## src/rtl/ahb_lite_master.sv

```systemverilog
// ahb_lite_master
// ----------------------------------------------------------------------------
// AHB-lite bus master. Turns single and burst commands from a local requester
// into pipelined AHB-lite address and data phases. It handles HREADY wait
// states, the two-cycle ERROR response and the 1 KB burst-boundary rule.
// Illegal commands are rejected without any bus activity.
//
// Ports
//   HCLK, HRESETn           bus clock, asynchronous active-low reset
//   cmd_valid/cmd_ready     command handshake
//   cmd_write/addr/size/beats  command direction, start address, HSIZE, beat count
//   wr_req, wr_data         write-beat request pulse and the requester's beat data
//   rd_valid/rd_data/rd_last   read beats returned to the requester
//   done, err               completion pulse, and its failure qualifier
//   HADDR..HWDATA           AHB-lite master outputs (HMASTLOCK/HPROT are constant)
//   HRDATA, HREADY, HRESP   AHB-lite slave responses
// ----------------------------------------------------------------------------
module ahb_lite_master #(
    parameter int ADDR_W    = 32,
    parameter int DATA_W    = 32,
    parameter int MAX_BEATS = 16
) (
    input  logic              HCLK,
    input  logic              HRESETn,
    input  logic              cmd_valid,
    output logic              cmd_ready,
    input  logic              cmd_write,
    input  logic [ADDR_W-1:0] cmd_addr,
    input  logic [2:0]        cmd_size,
    input  logic [4:0]        cmd_beats,
    output logic              wr_req,
    input  logic [DATA_W-1:0] wr_data,
    output logic              rd_valid,
    output logic [DATA_W-1:0] rd_data,
    output logic              rd_last,
    output logic              done,
    output logic              err,
    output logic [ADDR_W-1:0] HADDR,
    output logic              HWRITE,
    output logic [2:0]        HSIZE,
    output logic [2:0]        HBURST,
    output logic [1:0]        HTRANS,
    output logic              HMASTLOCK,
    output logic [3:0]        HPROT,
    output logic [DATA_W-1:0] HWDATA,
    input  logic [DATA_W-1:0] HRDATA,
    input  logic              HREADY,
    input  logic              HRESP
);

    localparam logic [2:0] S_IDLE = 3'd0;
    localparam logic [2:0] S_ADDR = 3'd1;
    localparam logic [2:0] S_SEQ  = 3'd2;
    localparam logic [2:0] S_LAST = 3'd3;
    localparam logic [2:0] S_ERR  = 3'd4;

    localparam logic [1:0] TR_IDLE   = 2'b00;
    localparam logic [1:0] TR_NONSEQ = 2'b10;
    localparam logic [1:0] TR_SEQ    = 2'b11;

    logic [2:0]        state_q,    state_d;
    logic [ADDR_W-1:0] haddr_q,    haddr_d;
    logic              hwrite_q,   hwrite_d;
    logic [2:0]        hsize_q,    hsize_d;
    logic [2:0]        hburst_q,   hburst_d;
    logic [1:0]        htrans_q,   htrans_d;
    logic [DATA_W-1:0] hwdata_q,   hwdata_d;
    logic [DATA_W-1:0] rd_data_q,  rd_data_d;
    logic              rd_valid_q, rd_valid_d;
    logic              rd_last_q,  rd_last_d;
    logic              done_q,     done_d;
    logic              err_q,      err_d;
    // Address beats still to be issued after the one currently on the bus.
    logic [4:0]        left_q,     left_d;
    // A data phase is outstanding, and whether it belongs to the final beat.
    logic              dph_q,      dph_d;
    logic              dlast_q,    dlast_d;

    logic        addr_go;
    logic        data_go;
    logic        err_first;
    logic        cmd_legal;
    logic [2:0]  burst_code;
    logic [31:0] bytes;
    logic [31:0] span;
    logic [31:0] end_off;

    // An address phase is accepted, or a data phase completes, on HREADY=1.
    // The first error cycle is the HREADY=0 half of the ERROR response.
    assign addr_go   = HREADY && (htrans_q != TR_IDLE);
    assign data_go   = HREADY && dph_q;
    assign err_first = dph_q && !HREADY && HRESP;
    assign wr_req    = addr_go && hwrite_q;

    // Legality: beat count in range, beat fits the bus, start address
    // aligned to the beat size, and the whole burst stays inside one 1 KB page.
    assign bytes     = 32'd1 << cmd_size;
    assign span      = 32'(cmd_beats) << cmd_size;
    assign end_off   = 32'(cmd_addr[9:0]) + span;
    assign cmd_legal = (cmd_beats != 5'd0)
                    && (32'(cmd_beats) <= 32'(MAX_BEATS))
                    && ((bytes << 3) <= 32'(DATA_W))
                    && ((32'(cmd_addr[9:0]) & (bytes - 32'd1)) == 32'd0)
                    && (end_off <= 32'd1024);

    // Fixed-length burst codes for 4/8/16 beats, INCR for any other length.
    always_comb begin
        case (cmd_beats)
            5'd1:    burst_code = 3'b000;
            5'd4:    burst_code = 3'b011;
            5'd8:    burst_code = 3'b101;
            5'd16:   burst_code = 3'b111;
            default: burst_code = 3'b001;
        endcase
    end

    // Next-state logic. A data phase completing and the next address phase
    // being accepted happen in the same cycle, so the data-phase update is
    // done first and the address-phase update may then re-arm dph_d.
    always_comb begin
        state_d    = state_q;
        haddr_d    = haddr_q;
        hwrite_d   = hwrite_q;
        hsize_d    = hsize_q;
        hburst_d   = hburst_q;
        htrans_d   = htrans_q;
        hwdata_d   = hwdata_q;
        rd_data_d  = rd_data_q;
        rd_valid_d = 1'b0;
        rd_last_d  = 1'b0;
        done_d     = 1'b0;
        err_d      = 1'b0;
        left_d     = left_q;
        dph_d      = dph_q;
        dlast_d    = dlast_q;

        if (wr_req) begin
            hwdata_d = wr_data;
        end

        case (state_q)
            S_IDLE: begin
                if (cmd_valid) begin
                    if (cmd_legal) begin
                        state_d  = S_ADDR;
                        htrans_d = TR_NONSEQ;
                        haddr_d  = cmd_addr;
                        hwrite_d = cmd_write;
                        hsize_d  = cmd_size;
                        hburst_d = burst_code;
                        left_d   = cmd_beats - 5'd1;
                    end else begin
                        done_d = 1'b1;
                        err_d  = 1'b1;
                    end
                end
            end
            S_ADDR, S_SEQ, S_LAST: begin
                if (err_first) begin
                    // Cancel the pending address phase and every remaining beat.
                    htrans_d = TR_IDLE;
                    left_d   = 5'd0;
                    state_d  = S_ERR;
                end else if (data_go && HRESP) begin
                    // ERROR without the leading wait cycle: still fail cleanly.
                    htrans_d = TR_IDLE;
                    left_d   = 5'd0;
                    dph_d    = 1'b0;
                    done_d   = 1'b1;
                    err_d    = 1'b1;
                    state_d  = S_IDLE;
                end else begin
                    if (data_go) begin
                        dph_d = 1'b0;
                        if (!hwrite_q) begin
                            rd_valid_d = 1'b1;
                            rd_data_d  = HRDATA;
                            rd_last_d  = dlast_q;
                        end
                        if (dlast_q) begin
                            done_d  = 1'b1;
                            state_d = S_IDLE;
                        end
                    end
                    if (addr_go) begin
                        dph_d   = 1'b1;
                        dlast_d = (left_q == 5'd0);
                        if (left_q != 5'd0) begin
                            htrans_d = TR_SEQ;
                            haddr_d  = haddr_q + (ADDR_W'(1) << hsize_q);
                            left_d   = left_q - 5'd1;
                            state_d  = S_SEQ;
                        end else begin
                            htrans_d = TR_IDLE;
                            state_d  = S_LAST;
                        end
                    end
                end
            end
            S_ERR: begin
                // Second ERROR cycle: the failed beat retires, no read data.
                if (HREADY) begin
                    dph_d   = 1'b0;
                    done_d  = 1'b1;
                    err_d   = 1'b1;
                    state_d = S_IDLE;
                end
            end
            default: begin
                state_d  = S_IDLE;
                htrans_d = TR_IDLE;
                dph_d    = 1'b0;
            end
        endcase
    end

    // State registers; reset abandons any command in flight.
    always_ff @(posedge HCLK or negedge HRESETn) begin
        if (!HRESETn) begin
            state_q    <= S_IDLE;
            haddr_q    <= '0;
            hwrite_q   <= 1'b0;
            hsize_q    <= 3'd0;
            hburst_q   <= 3'd0;
            htrans_q   <= TR_IDLE;
            hwdata_q   <= '0;
            rd_data_q  <= '0;
            rd_valid_q <= 1'b0;
            rd_last_q  <= 1'b0;
            done_q     <= 1'b0;
            err_q      <= 1'b0;
            left_q     <= 5'd0;
            dph_q      <= 1'b0;
            dlast_q    <= 1'b0;
        end else begin
            state_q    <= state_d;
            haddr_q    <= haddr_d;
            hwrite_q   <= hwrite_d;
            hsize_q    <= hsize_d;
            hburst_q   <= hburst_d;
            htrans_q   <= htrans_d;
            hwdata_q   <= hwdata_d;
            rd_data_q  <= rd_data_d;
            rd_valid_q <= rd_valid_d;
            rd_last_q  <= rd_last_d;
            done_q     <= done_d;
            err_q      <= err_d;
            left_q     <= left_d;
            dph_q      <= dph_d;
            dlast_q    <= dlast_d;
        end
    end

    assign cmd_ready = (state_q == S_IDLE);
    assign rd_valid  = rd_valid_q;
    assign rd_data   = rd_data_q;
    assign rd_last   = rd_last_q;
    assign done      = done_q;
    assign err       = err_q;
    assign HADDR     = haddr_q;
    assign HWRITE    = hwrite_q;
    assign HSIZE     = hsize_q;
    assign HBURST    = hburst_q;
    assign HTRANS    = htrans_q;
    assign HMASTLOCK = 1'b0;
    assign HPROT     = 4'b0011;
    assign HWDATA    = hwdata_q;

endmodule
```

## config.mk

```make
export PLATFORM = sky130hd
export DESIGN_NAME = ahb_lite_master
export DESIGN_NICKNAME = d
export VERILOG_FILES = /design/src/rtl/ahb_lite_master.sv
export SDC_FILE = /design/constraint.sdc
export NUM_CORES = 1
export LEC_CHECK = 0
export CELL_PAD_IN_SITES_DETAIL_PLACEMENT = 1
export CELL_PAD_IN_SITES_GLOBAL_PLACEMENT = 1
export CORE_ASPECT_RATIO = 1.4
export CORE_MARGIN = 3
export CORE_UTILIZATION = 23
export CTS_CLUSTER_DIAMETER = 50
export CTS_CLUSTER_SIZE = 25
export DETAILED_ROUTE_END_ITERATION = 6
export HOLD_SLACK_MARGIN = 0.02
export PLACE_DENSITY = 0.6
export REMOVE_ABC_BUFFERS = 1
export SLEW_MARGIN = 5
export SYNTH_ARGS = -nofsm -noshare
export SYNTH_HDL_FRONTEND = slang
export SYNTH_SLANG_ARGS = --single-unit
```

## constraint.sdc

```tcl
create_clock -name HCLK -period 2.9 [get_ports HCLK]
set_input_delay 0.725 -clock HCLK [delete_from_list [all_inputs] [get_ports HCLK]]
set_output_delay 0.725 -clock HCLK [all_outputs]
set_load 0.1 [all_outputs]
```

==> results.txt <==
Yosys Warn Count - 0
Avg Cell Area, Syn - 10.3 um^2
CTS tree - yes
Die X - 149 um
Peak VDD IR - 0.000771 V
Combinational Power Share - 61.2%
Critical R2R Launch - HSIZE[0]
Total of max-cap violations - 0
Final #Nets - 1,073
Met1 usage - 16.3%
H-tree levels - 4
Mapped Area - 6570 um^2
Total grt overflow - 0
Worst R2R End - HADDR[26]
GRT Overall Usage - 14.9%
Reg2Reg Setup Slack - -0.01 ns
I/O Buffers - 220
Crit end category - register
Initial core utilization - 23.5%
DRT Pass-1 Iters - 4
Ant. Diodes - 0
Status - finished with violations
GRT met2 Usage - 28.1%
Global-route layer with the greatest usage - met2
# hold bufs at CTS - 0
WL per Instance - 17.7 um
Setup crit start kind - input pin
Reg power frac - 22.5%
Sw power - 7.16 mW
Row count - 72
Post-Route Skew - 0.0119 ns
Post-DR vias/cell - 4.62
Data arrival, critical path - 3.57 ns
Power Density - 1190 nW/um^2
Post-synthesis async set-or-reset flop share - 100%
Die ar. - 30,700 um^2
Measured slew at the worst slew-check pin - 0.598 ns
Yosys reg bits - 119
Final Hold Fails - 0
Drc violations - 0
HPWL after DPL - 17,800 um
Number of global-route vias before repair - 6,441
FF/Latch Area - 2980 um^2
Main synth FF type - dfrtp_1
Internal Pwr Total - 5.45 mW
Crit-path max FO - 7
Sequential fraction of the synthesis area - 45.3%
Final period util - 113%
Area occupied by multi-input gates - 3630 um^2
RSZ-0062 raised after global routing - yes
Reg2reg path depth - 11
Crit path launch - cmd_size[0]
Worst Setup EP - left_q[0]
Switch share - 56.8%
Placeable Area - 27,900 um^2
Root Buffer - clkbuf_16
Placed instance area - 9470 um^2
# setup viols final - 49
HP Class - input pin to async pin
Max Buffers Root-to-Sink - 2
Worst hold slack - 0.221 ns
Final Critical Period - 3.26 ns
Layout overhead on the synthesized area - 60.9%
Post-synthesis cell type count - 67
Pleak - 4.77 nW
Clock network latency to the later pin of the worst-skew pair - 0.42 ns
Failing checks - setup timing
CTS clk-pin slew, worst paths - 0.06 ns
Post-Place Setup Slack - -1.45 ns
IO Count - 226
EDFF count, synth - 0
RePlAce Congestion - 0.797
Initial antenna violation count - 0
Largest net degree at the start of global routing - 66
Antenna-violating nets left - 0
Die height - 206 um
First-pass GRT wire length - 35,400 um
TritonCTS Buffers - 17
Fmax - 0.306 GHz
Design Area, Final - 10,600 um^2
Global Route met3 Usage - 3.58%
Post-route setup slack - -0.365 ns
Max-slew headroom - 59.7%
DR vias - 6,110
Routed WL - 23,400 um
CTS Sinks - 119
Mapped Cells - 638
WP data required - 3.21 ns
WS Path Type - input pin to register
Clk pwr share - 16.3%
Share of cells above drive strength 1 - 42.0%
Fin. max-slew vios - 0
Iteration-0 DRC Markers - 149
FILL cells - 3,149
[through the flow]
stage                     power [mW]  std cells  util (%)  TNS (ns)
final                           12.6       1323      37.9    -13.83
after global routing            13.2       1323      37.9    -19.54
after detailed placement        10.4       1274      33.9    -67.84
after floorplan                 8.44        603         -   -108.63
after global placement          10.4       1274      33.9    -63.73
after CTS                       12.7       1320      37.3    -16.41
[final cells by class]
class / instances / share of cell area [%]
clock buffers: 19 / 4.28
well taps: 370 / 4.38
multi-input cells: 468 / 34.3
flip-flops and latches: 119 / 28.2
clock inverters: 13 / 1.16
repair buffers: 318 / 27.1
inverters: 16 / 0.568
[Yosys cell counts (4+ instances only)]
cell type	instances	area, um^2
xor2_1	8	70.1
nand2b_1	5	31.3
nand3_1	14	70.1
ha_1	21	263
o21a_1	4	30.0
a21oi_1	60	300
nand4_1	5	31.3
mux2_2	72	811
buf_4	10	75.1
xnor2_1	5	43.8
and2_1	12	75.1
o22ai_1	13	81.3
a31oi_1	7	43.8
and3_1	12	75.1
dfrtp_1	119	2980
nor3_1	15	75.1
inv_1	16	60.1
a211oi_1	7	52.6
o21ai_0	36	180
nand2_1	50	188
nor2_1	33	124
a31o_2	9	78.8
nor2b_1	6	37.5
a21o_1	9	67.6
clkbuf_1	19	71.3
nor3b_1	8	60.1
[how the worst min path moves through the flow]
stage | from | endpoint | slack, ns
6_report | HRESETn | HWDATA[10] | 0.22
5_1_grt | HRESETn | HWDATA[10] | 0.22
4_1_cts | HRESETn | HADDR[30] | 0.20
3_5_place_dp | HWDATA[11] | HWDATA[11] | 0.50
3_3_place_gp | left_q[4] | left_q[4] | 0.48
2_1_floorplan | HRESETn | HADDR[0] | 0.43
[what timing repair did]
action                                  CTS  global route
endpoints found under the setup margin   49            49
resized for setup                        87            34
setup buffers                            11             2
gates cloned                              4             2
pin swaps                                22            18
[worst max-delay path: stages]
cell and delay, ns:
buf_12 0.12, mux2_4 0.30, o21ai_2 0.14, o22ai_1 0.10, ha_2 0.37, buf_6 0.11
o211ai_1 0.11, o21ai_2 0.22, a31oi_4 0.13, xnor2_2 0.17, nor4_4 0.27, buf_4 0.16
a41oi_2 0.12, o21bai_4 0.22, mux2_4 0.30
[routing by layer]
metal	vias to the layer above	wire (um)
met5	-	0
met2	168	12600
met4	0	354
met1	3000	9150
li1	2921	-
met3	21	1220
[power by group through the flow]
stage | Clock [mW] | Sequential, mW | Combinational, mW
after floorplan | 0 | 7.04 | 1.40
after global placement | 0 | 2.83 | 7.53
after detailed placement | 0 | 2.86 | 7.58
after CTS | 2.14 | 2.84 | 7.69
after global routing | 2.21 | 2.94 | 8.04
final | 2.06 | 2.84 | 7.71
[sequential cells by signal, summed over array words and instances, names as in the netlist, 2 cells and up]
register  cells
state_q       3
left_q        5
HWDATA       32
HTRANS        2
HSIZE         3
HBURST        3
rd_data      32
HADDR        32
[logic make-up after synthesis]
group           Yosys count  share of synthesized area (%)
compound gates          178                           17.7
simple gates            173                           13.5
flops                   119                           45.3
mux                      76                           13.0
buf+inv                  54                           4.02
fa+ha+maj                23                           4.61
xor+xnor                 13                           1.73
other cells               2                          0.114
[placed cells by master (no fill, tap or decap), drive strengths merged, types with 18 or more instances in the layout]
cell           Yosys  layout
clkdlybuf4s50      0     100
inv               16      18
ha                21      21
nand2             51      51
nor2              33      33
dfrtp            119     119
a21oi             61      61
o21ai             40      40
buf               18     215
clkbuf            20      21
mux2              73      73
Power figures use the tool's default switching activity.
